--- src/rtl/fifo_burst_reader_if.sv ---
// -----------------------------------------------------------------------------
// fifo_burst_reader_if
//   Bundles the sync_fifo read port and the outgoing valid/ready stream of
//   fifo_burst_reader.
//
//   Signals (named from the reader's point of view):
//     i_fifo_empty   sync_fifo o_empty
//     o_fifo_rd_en   sync_fifo i_rd_en
//     i_fifo_data    sync_fifo o_data_out, one cycle after a read
//     o_valid        stream beat valid
//     i_ready        downstream accept
//     o_data         stream data
//     o_last         final beat of the current burst
//     o_burst_count  completed bursts   (FIFO_BURST_READER_STATS_EN only)
//     o_flush_count  timeout-closed bursts (FIFO_BURST_READER_STATS_EN only)
//
//   Modports: master = the reader, slave = its environment.
// -----------------------------------------------------------------------------
interface fifo_burst_reader_if #(
  parameter int DATA_WIDTH = 8
);
  logic                  i_fifo_empty;
  logic                  o_fifo_rd_en;
  logic [DATA_WIDTH-1:0] i_fifo_data;
  logic                  o_valid;
  logic                  i_ready;
  logic [DATA_WIDTH-1:0] o_data;
  logic                  o_last;
`ifdef FIFO_BURST_READER_STATS_EN
  logic [15:0]           o_burst_count;
  logic [15:0]           o_flush_count;

  modport master (
    input  i_fifo_empty, i_fifo_data, i_ready,
    output o_fifo_rd_en, o_valid, o_data, o_last, o_burst_count, o_flush_count
  );
  modport slave (
    output i_fifo_empty, i_fifo_data, i_ready,
    input  o_fifo_rd_en, o_valid, o_data, o_last, o_burst_count, o_flush_count
  );
`else
  modport master (
    input  i_fifo_empty, i_fifo_data, i_ready,
    output o_fifo_rd_en, o_valid, o_data, o_last
  );
  modport slave (
    output i_fifo_empty, i_fifo_data, i_ready,
    input  o_fifo_rd_en, o_valid, o_data, o_last
  );
`endif
endinterface

--- src/rtl/fifo_burst_reader.sv ---
// -----------------------------------------------------------------------------
// fifo_burst_reader
//   Drains a sync_fifo read port (1-cycle read latency) into a 2-entry buffer
//   and re-emits the words as a valid/ready stream grouped into bursts of
//   BURST_LEN beats, o_last marking the final beat. A word is only offered once
//   its o_last value is known: the burst is full, a following word is already
//   buffered or in flight, or the word has been held for TIMEOUT cycles with
//   the FIFO dry (flush).
//
//   Ports:
//     i_clk   clock
//     i_rst   synchronous reset, active-low
//     bus     fifo_burst_reader_if.master (FIFO read port + output stream)
//
//   Optional feature macro: FIFO_BURST_READER_STATS_EN
//     Adds saturating 16-bit burst and flush counters on the interface.
// -----------------------------------------------------------------------------
module fifo_burst_reader #(
  parameter int DATA_WIDTH = 8,
  parameter int BURST_LEN  = 4,
  parameter int TIMEOUT    = 16
) (
  input  logic               i_clk,
  input  logic               i_rst,
  fifo_burst_reader_if.master bus
);

  localparam int              BCW       = (BURST_LEN > 2) ? $clog2(BURST_LEN) : 1;
  localparam logic [BCW-1:0]  BEAT_MAX  = BCW'(BURST_LEN - 1);
  localparam logic [15:0]     TIMEOUT_C = 16'(TIMEOUT);

  // IDLE: buffer empty; HOLD: word held, timer running;
  // STREAM: offering with o_last=0; CLOSE: offering with o_last=1.
  typedef enum logic [1:0] {
    IDLE   = 2'd0,
    HOLD   = 2'd1,
    STREAM = 2'd2,
    CLOSE  = 2'd3
  } state_e;

  state_e                state_q,    state_d;
  logic [DATA_WIDTH-1:0] buf0_q,     buf0_d;     // head word
  logic [DATA_WIDTH-1:0] buf1_q,     buf1_d;
  logic [1:0]            buf_cnt_q,  buf_cnt_d;
  logic                  inflight_q, inflight_d;
  logic [BCW-1:0]        beat_q,     beat_d;
  logic [15:0]           timer_q,    timer_d;
  logic                  flush_q,    flush_d;

  logic                  rd_en_s;
  logic                  valid_s;
  logic                  last_s;
  logic                  accept_s;
  logic                  held_s;
  logic [1:0]            slot_s;

  // Reads stop while in reset so nothing can return just after release.
  assign rd_en_s  = i_rst && !bus.i_fifo_empty &&
                    (({1'b0, buf_cnt_q} + {2'b00, inflight_q}) < 3'd2);
  assign accept_s = valid_s && bus.i_ready;

  // A lone word with the FIFO dry and no full burst pending is timing out.
  assign held_s   = (buf_cnt_q == 2'd1) && !inflight_q && bus.i_fifo_empty &&
                    (beat_q != BEAT_MAX) && !flush_q;

  // Slot the returning word lands in, after any head pop this cycle.
  assign slot_s   = buf_cnt_q - {1'b0, accept_s};

  // Decode the presentation state into the stream handshake flags
  always_comb begin
    valid_s = 1'b0;
    last_s  = 1'b0;
    case (state_q)
      IDLE:    begin valid_s = 1'b0; last_s = 1'b0; end
      HOLD:    begin valid_s = 1'b0; last_s = 1'b0; end
      STREAM:  begin valid_s = 1'b1; last_s = 1'b0; end
      CLOSE:   begin valid_s = 1'b1; last_s = 1'b1; end
      default: begin valid_s = 1'b0; last_s = 1'b0; end
    endcase
  end

  // Next-state: buffer, beat counter, hold timer, flush flag and FSM state
  always_comb begin
    buf0_d     = buf0_q;
    buf1_d     = buf1_q;
    buf_cnt_d  = buf_cnt_q + {1'b0, inflight_q} - {1'b0, accept_s};
    inflight_d = rd_en_s;
    beat_d     = beat_q;
    timer_d    = 16'd0;
    flush_d    = flush_q;
    state_d    = state_q;

    if (accept_s) begin
      buf0_d = buf1_q;
    end else begin
      buf0_d = buf0_q;
    end

    if (inflight_q) begin
      if (slot_s == 2'd0) begin
        buf0_d = bus.i_fifo_data;
      end else begin
        buf1_d = bus.i_fifo_data;
      end
    end else begin
      buf1_d = buf1_q;
    end

    if (accept_s) begin
      if (last_s) begin
        beat_d = {BCW{1'b0}};
      end else begin
        beat_d = beat_q + {{(BCW-1){1'b0}}, 1'b1};
      end
    end else begin
      beat_d = beat_q;
    end

    if (held_s) begin
      timer_d = timer_q + 16'd1;
    end else begin
      timer_d = 16'd0;
    end

    if (accept_s && last_s) begin
      flush_d = 1'b0;
    end else if (held_s && (timer_q >= (TIMEOUT_C - 16'd1))) begin
      flush_d = 1'b1;
    end else begin
      flush_d = flush_q;
    end

    // o_last is decided from next-cycle facts and, once offered, none of
    // them can change until the head is accepted, so the beat stays stable.
    if (buf_cnt_d == 2'd0) begin
      state_d = IDLE;
    end else if ((beat_d == BEAT_MAX) || flush_d) begin
      state_d = CLOSE;
    end else if ((buf_cnt_d == 2'd2) || inflight_d) begin
      state_d = STREAM;
    end else begin
      state_d = HOLD;
    end
  end

  // State registers with synchronous active-low reset
  always_ff @(posedge i_clk) begin
    if (!i_rst) begin
      state_q    <= IDLE;
      buf0_q     <= {DATA_WIDTH{1'b0}};
      buf1_q     <= {DATA_WIDTH{1'b0}};
      buf_cnt_q  <= 2'd0;
      inflight_q <= 1'b0;
      beat_q     <= {BCW{1'b0}};
      timer_q    <= 16'd0;
      flush_q    <= 1'b0;
    end else begin
      state_q    <= state_d;
      buf0_q     <= buf0_d;
      buf1_q     <= buf1_d;
      buf_cnt_q  <= buf_cnt_d;
      inflight_q <= inflight_d;
      beat_q     <= beat_d;
      timer_q    <= timer_d;
      flush_q    <= flush_d;
    end
  end

  assign bus.o_fifo_rd_en = rd_en_s;
  assign bus.o_valid      = valid_s;
  assign bus.o_last       = last_s;
  assign bus.o_data       = buf0_q;

`ifdef FIFO_BURST_READER_STATS_EN
  logic [15:0] burst_cnt_q;
  logic [15:0] flush_cnt_q;

  // Saturating counters of completed bursts and timeout-closed bursts
  always_ff @(posedge i_clk) begin
    if (!i_rst) begin
      burst_cnt_q <= 16'd0;
      flush_cnt_q <= 16'd0;
    end else begin
      if (accept_s && last_s && (burst_cnt_q != 16'hFFFF)) begin
        burst_cnt_q <= burst_cnt_q + 16'd1;
      end
      if (accept_s && flush_q && (flush_cnt_q != 16'hFFFF)) begin
        flush_cnt_q <= flush_cnt_q + 16'd1;
      end
    end
  end

  assign bus.o_burst_count = burst_cnt_q;
  assign bus.o_flush_count = flush_cnt_q;
`endif

endmodule
--- src/flat_wrapper.sv ---
// flat-port wrapper written by rule: the top's interface ports become plain ports
module fifo_burst_reader_flat 
#(
  parameter int DATA_WIDTH = 8,
  parameter int BURST_LEN  = 4,
  parameter int TIMEOUT    = 16
)
  (i_clk, i_rst, bus_i_fifo_empty, bus_i_fifo_data, bus_i_ready, bus_o_fifo_rd_en, bus_o_valid, bus_o_data, bus_o_last);
  fifo_burst_reader_if #(.DATA_WIDTH(DATA_WIDTH)) bus_i ();
  input  logic i_clk;
  input  logic i_rst;
  input wire logic [$bits(bus_i.i_fifo_empty)-1:0] bus_i_fifo_empty;
  input wire logic [$bits(bus_i.i_fifo_data)-1:0] bus_i_fifo_data;
  input wire logic [$bits(bus_i.i_ready)-1:0] bus_i_ready;
  output wire logic [$bits(bus_i.o_fifo_rd_en)-1:0] bus_o_fifo_rd_en;
  output wire logic [$bits(bus_i.o_valid)-1:0] bus_o_valid;
  output wire logic [$bits(bus_i.o_data)-1:0] bus_o_data;
  output wire logic [$bits(bus_i.o_last)-1:0] bus_o_last;
  assign bus_i.i_fifo_empty = bus_i_fifo_empty;
  assign bus_i.i_fifo_data = bus_i_fifo_data;
  assign bus_i.i_ready = bus_i_ready;
  assign bus_o_fifo_rd_en = bus_i.o_fifo_rd_en;
  assign bus_o_valid = bus_i.o_valid;
  assign bus_o_data = bus_i.o_data;
  assign bus_o_last = bus_i.o_last;
  fifo_burst_reader #(.DATA_WIDTH(DATA_WIDTH), .BURST_LEN(BURST_LEN), .TIMEOUT(TIMEOUT)) u_core (.i_clk(i_clk), .i_rst(i_rst), .bus(bus_i));
endmodule
--- config.mk ---
export PLATFORM = sky130hd
export DESIGN_NAME = fifo_burst_reader_flat
export DESIGN_NICKNAME = d
export VERILOG_FILES = /design/src/rtl/fifo_burst_reader_if.sv /design/src/rtl/fifo_burst_reader.sv /design/src/flat_wrapper.sv
export SDC_FILE = /design/constraint.sdc
export NUM_CORES = 1
export LEC_CHECK = 0
export BUFFER_PORTS_ARGS = -buffer_cell sky130_fd_sc_hd__buf_2
export CAP_MARGIN = 20
export CORE_ASPECT_RATIO = 1.75
export CORE_MARGIN = 2
export CORE_UTILIZATION = 40
export DETAILED_ROUTE_END_ITERATION = 8
export SLEW_MARGIN = 20
export SYNTH_ARGS = -nofsm -noshare
export SYNTH_HDL_FRONTEND = slang
export SYNTH_SLANG_ARGS = --single-unit
--- constraint.sdc ---
create_clock -name i_clk -period 3.4 [get_ports i_clk]
set_clock_uncertainty 0.15 [all_clocks]
set_input_delay 0.51 -clock i_clk [delete_from_list [all_inputs] [get_ports i_clk]]
set_output_delay 0.51 -clock i_clk [all_outputs]
set_load 0.02 [all_outputs]
==> impl_metrics.ini, run 1 <==
[routing]
drc = 0
routed_wirelength_um = 3732
ant_nets = 0
via_count = 1492
drt_first_iter_violations = 21
dr.pass1.iters = 4
vias_per_cell = 5.406
drt-wirelength-per-cell_um = 13.52

[clock_network]
cts_tree = built
htreeDepth = 2
cts_buffer_depth = 2
clk_pin_slew_ps = 80
numCtsBuffers = 5
insertion_delay_ps = 290
post_cts_buffers = 0
root_buffer = clkbuf_8
cts.sinks = 40
cts.repair.resized = 0
cts_hold_buffers = 0

[finish]
area_growth_pct = 13.04
finalNonFillerCells = 276
fin_nets = 240
drive_gt1_frac = 0.1556
antennaDiodeCount = 0
final_area_um2 = 2039

[die]
die_w_um = 54.77
core_um2 = 4364
start_util = 0.4134
die_h_um = 92.85
dieArea_um2 = 5085
pin_count = 23
fp-row-count = 32

[synthesis]
yosys_warnings = 0
synth_cell_types = 35
synth_area_um2 = 1804
netlist_instances = 203
synth.net_count = 219
async_reset_ff_frac = 0
yosysSeqAreaShare = 0.4438
synth_edf_count = 0
synthFlopType = dfxtp_1
syn_area_per_cell_um2 = 8.888
ys_seq_elements = 40

[power_and_ir_drop]
p_per_area_nw_per_um2 = 596.6
total_power_mw = 1.217
vdd_drop_max_v = 0.0003478
power.leakage_nw = 0.8213

[placed_design]
placed_area_um2 = 1952
dp_hpwl_um = 2686
globalplace.congestion = 0.8213
placed_cells = 268
io_buffers = 22

[worst_setup_path]
path_class = reg2reg
cpPeakStageDelay_ps = 580
worst-path-buf-inv = 2
startpoint_type = register
critPathSlowestCell = dfxtp_1
arrival_ps = 2430
critPathCaptureType = register
crit_fanout = 13
cp_cell_sequence = nand2_1 -> inv_1 -> ha_1 -> inv_1 -> ha_1 -> and2_1 -> nor2b_1 -> a2111oi_0 -> o22ai_1
worstPathRequired_ps = 3430
crit_family = flip-flops

[min_path]
hold_path_class = in2reg

[timing]
tightest_slew_ps = 607.1
finalHoldWorstSlack_ps = 315.3
rsz0062_at_grt = false
setup_violations = 0
final_hold_viol_count = 0
finalCritPeriodShare = 0.7074
max_freq_mhz = 415.8
finalSetupTns_ps = 0
final_max_slew_viol_count = 0
relSlewSlack = 0.5941
period_minus_slack_ps = 2405

[grt]
grt_first_pass_wirelength_um = 6203
grt_max_degree = 27
grt_pass1_vias = 1444
antenna_found_initial = 0
grt-ovfl-total = 0
grt.total_usage = 0.1663

[flow_run]
max_cap_violations = 0

[status]
outcome = finished clean
## path summary, 6_finish.rpt
path	from	endpoint	slack (ps)	depth (start not counted)
worst max-delay path	u_core.state_q[1]$_SDFF_PP0_	u_core.state_q[0]$_SDFF_PP0_	990	9
worst min-delay path	bus_i_fifo_data[5]	u_core.bus.o_data[5]$_SDFF_PN0_	320	2
worst max register to register	u_core.state_q[1]$_SDFF_PP0_	u_core.state_q[0]$_SDFF_PP0_	990	9
worst min register to register	u_core.timer_q[0]$_SDFF_PN0_	u_core.timer_q[0]$_SDFF_PN0_	330	1
## routing by layer
layer,GRT usage,share of wire,vias to the layer above,routed length (um)
met5,0,0,-,0
met4,0.09167,0.025,0,95
met3,0.03710,0.048,9,181
met2,0.2986,0.53,45,1990
met1,0.1618,0.39,686,1465
li1,-,-,752,-
## cell usage in the layout, fill, tap and decap left out, types with 2 or more instances in the layout
| cell type | n |
|---|---|
| nor3_1 | 4 |
| and2_1 | 5 |
| nand4_1 | 5 |
| buf_2 | 22 |
| buf_4 | 2 |
| a21oi_1 | 4 |
| o211a_1 | 8 |
| xor2_1 | 4 |
| o21ai_0 | 2 |
| clkbuf_8 | 5 |
| nor2_1 | 16 |
| dfxtp_1 | 40 |
| nor2b_1 | 9 |
| nand2_1 | 17 |
| inv_1 | 7 |
| a21boi_0 | 3 |
| mux2i_1 | 8 |
| or3_1 | 2 |
| nand3_1 | 25 |
| ha_1 | 4 |
| clkinv_2 | 2 |
| xnor2_1 | 10 |
| nor4_1 | 7 |
## logic make-up after synthesis
| group | count (synthesis) | synth area share |
|---|---|---|
| AO/OA/AOI/OAI | 22 | 0.09363 |
| XOR/XNOR | 14 | 0.06796 |
| adder cells (fa/ha/maj) | 4 | 0.02774 |
| buffers and inverters | 17 | 0.03745 |
| flip-flops | 40 | 0.4438 |
| multiplexers | 8 | 0.04438 |
| AND/OR/NAND/NOR | 98 | 0.2850 |
## synth_stat cells, types with 2 or more instances
master    number  share of area
dfxtp_1       40           0.44
nand3_1       25          0.069
nand2_1       17          0.035
nor2_1        16          0.033
xnor2_1       10          0.049
nor2b_1        9          0.031
mux2i_1        8          0.044
o211a_1        8          0.044
clkbuf_1       7          0.015
inv_1          7          0.015
nor4_1         7          0.024
and2_1         5          0.017
nand4_1        5          0.017
a21oi_1        4          0.011
ha_1           4          0.028
nor3_1         4          0.011
xor2_1         4          0.019
a21boi_0       3          0.012
buf_2          2         0.0055
o21ai_0        2         0.0055
or3_1          2         0.0069
## flip-flops by register name (all words and copies together), names as in the netlist
register / flops
u_core.beat_q: 2
u_core.buf1_q: 8
u_core.buf_cnt_q: 2
u_core.bus.o_data: 8
u_core.flush_q: 1
u_core.inflight_q: 1
u_core.state_q: 2
u_core.timer_q: 16
## per-stage QoR
step	setup slack [ps]	util
floorplan	871.9	-
global placement	914.3	0.4472
detailed placement	849.8	0.4472
CTS	1004	0.4673
global route	862.8	0.4673
finish	995.0	0.4673
## worst register-to-register path, cell delays in order, from the launching register on
cell,delay (ps)
dfxtp_1,580
nand2_1,120
inv_1,90
ha_1,250
inv_1,60
ha_1,230
and2_1,150
nor2b_1,120
a2111oi_0,400
o22ai_1,130
## cell type report
| type | instances | area (um^2) |
|---|---|---|
| fill | 457 | 2325 |
| multi-input combinational | 146 | 935.9 |
| sequential | 40 | 800.8 |
| timing repair buffer | 24 | 125.1 |
| clock buffer | 5 | 68.82 |
| tap | 51 | 63.81 |
| inverter | 7 | 26.28 |
| clock inverter | 3 | 18.77 |
## power breakdown
| group | internal (mW) | switching [mW] | total, mW |
|---|---|---|---|
| logic | 0.138 | 0.190 | 0.327 |
| clock network | 0.143 | 0.170 | 0.313 |
| registers | 0.529 | 0.0472 | 0.577 |
No activity file was read; power rests on OpenSTA's default activity.
==> inputs of run 2 (changes only) <==
==> constraint.sdc (replaced) <==
create_clock -name i_clk -period 2.1 [get_ports i_clk]
set_clock_uncertainty 0.15 [all_clocks]
set_input_delay 0.315 -clock i_clk [delete_from_list [all_inputs] [get_ports i_clk]]
set_output_delay 0.315 -clock i_clk [all_outputs]
set_load 0.02 [all_outputs]
==> run 2 against run 1 <==
Net effect: worst hold slack got worse by 190 ps; largest cell class unchanged; critical endpoint unchanged; sequential power is 59% higher; cell area up 4.1%.
==> impl_metrics.ini, run 2 (synthesis gave the netlist of run 1 again) <==
[routing]
drt_first_iter_violations = 28
routed_wirelength_um = 3756
ant_nets = 0
drc = 0
via_count = 1490
dr.pass1.iters = 4
drt-wirelength-per-cell_um = 13.27
vias_per_cell = 5.265

[timing]
finalHoldWorstSlack_ps = 122.8
max_freq_mhz = 498.4
tightest_slew_ps = 405.3
period_minus_slack_ps = 2006
setup_violations = 0
final_hold_viol_count = 0
relSlewSlack = 0.7298
final_max_slew_viol_count = 0
rsz0062_at_grt = false
finalCritPeriodShare = 0.9555

[die]
pin_count = 23
die_w_um = 54.77
core_um2 = 4364
fp-row-count = 32
dieArea_um2 = 5085
start_util = 0.4134
die_h_um = 92.85

[placed_design]
dp_hpwl_um = 2727
globalplace.congestion = 0.7960
io_buffers = 22

[finish]
area_growth_pct = 17.68
regMostFlops = u_core.timer_q
fin_nets = 247
final_common_cell = dfxtp_1
drive_gt1_frac = 0.2069
fillers = 460
layout_common_cells = dfxtp_1, nand3_1, buf_2
antennaDiodeCount = 0
largest_reg_flops = 16

[power_and_ir_drop]
vdd_drop_max_v = 0.0006068
total_power_mw = 2.065
power.leakage_nw = 0.8488
p_per_area_nw_per_um2 = 972.6

[min_path]
hold_depth = 2
hold_path_class = in2reg

[clock_network]
cts_tree = built
cts_buffer_depth = 2
numCtsBuffers = 5
root_buffer = clkbuf_8
cts.sinks = 40
clk_pin_slew_ps = 80
insertion_delay_ps = 290
cts.repair.resized = 0
cts_hold_buffers = 0
htreeDepth = 2
post_cts_buffers = 0

[worst_setup_path]
rrSetupSlack_ps = 90
critPathSlowestCell = a2111oi_0
startpoint_type = register
timing.critical_path.mode_cell = ha_4
cpPeakStageDelay_ps = 340
arrival_ps = 2030
crit_fanout = 2
r2r_cells = 9
worstPathRequired_ps = 2130
path_class = reg2reg
critPathCaptureType = register
cp_cell_sequence = nand2_2 -> inv_4 -> ha_4 -> inv_2 -> ha_4 -> and2_1 -> nor2b_1 -> a2111oi_0 -> o22ai_1
crit_cells = 9
worst-path-buf-inv = 2
crit_family = adder cells

[grt]
grt_first_pass_wirelength_um = 6196
antenna_found_initial = 0
grt_pass1_vias = 1478
grt-ovfl-total = 0
grt.total_usage = 0.1633
grt_max_degree = 27

[flow_run]
max_cap_violations = 0

[status]
outcome = finished clean
==> run 2: layout make-up <==
cell class / count / area [um^2] / area share
clock buffer: 5 / 68.82 / 0.03241
clock inverter: 3 / 18.77 / 0.008839
inverter: 7 / 28.78 / 0.01355
multi-input combinational: 146 / 963.4 / 0.4537
sequential: 40 / 802.0 / 0.3777
tap: 51 / 63.81 / 0.03005
timing repair buffer: 31 / 177.7 / 0.08368
==> run 2: final timing paths <==
path / endpoint / from
worst min register to register: u_core.beat_q[1]$_SDFF_PN0_ / u_core.beat_q[1]$_SDFF_PN0_
worst max-delay path: u_core.state_q[0]$_SDFF_PP0_ / u_core.state_q[1]$_SDFF_PP0_
worst min-delay path: u_core.bus.o_data[6]$_SDFF_PN0_ / bus_i_fifo_data[6]
worst max register to register: u_core.state_q[0]$_SDFF_PP0_ / u_core.state_q[1]$_SDFF_PP0_
==> run 2: routing by layer <==
layer / part of all wire / routed length [um] / track usage / vias up
met4: 0.016 / 61 / 0.06875 / 0
met3: 0.032 / 119 / 0.03226 / 7
li1: - / - / - / 769
met1: 0.41 / 1544 / 0.1582 / 689
met5: 0 / 0 / 0 / -
met2: 0.54 / 2032 / 0.3065 / 25
==> run 2: report_power, final <==
group          internal (mW)  leakage [nW]  switching (mW)
Clock                  0.231        0.0479           0.274
Sequential             0.858         0.325          0.0581
Combinational          0.288         0.476           0.354
==> run 2: stage by stage <==
step	instance area [um^2]	worst slack [ps]	cells	setup TNS [ps]	util
2_1_floorplan	1846	12.93	203	0	-
3_3_place_gp	2036	6.684	275	0	0.4665
3_5_place_dp	2036	-28.60	275	-28.60	0.4665
4_1_cts	2123	78.15	283	0	0.4865
5_1_grt	2123	26.17	283	0	0.4865
6_report	2123	93.52	283	0	0.4865
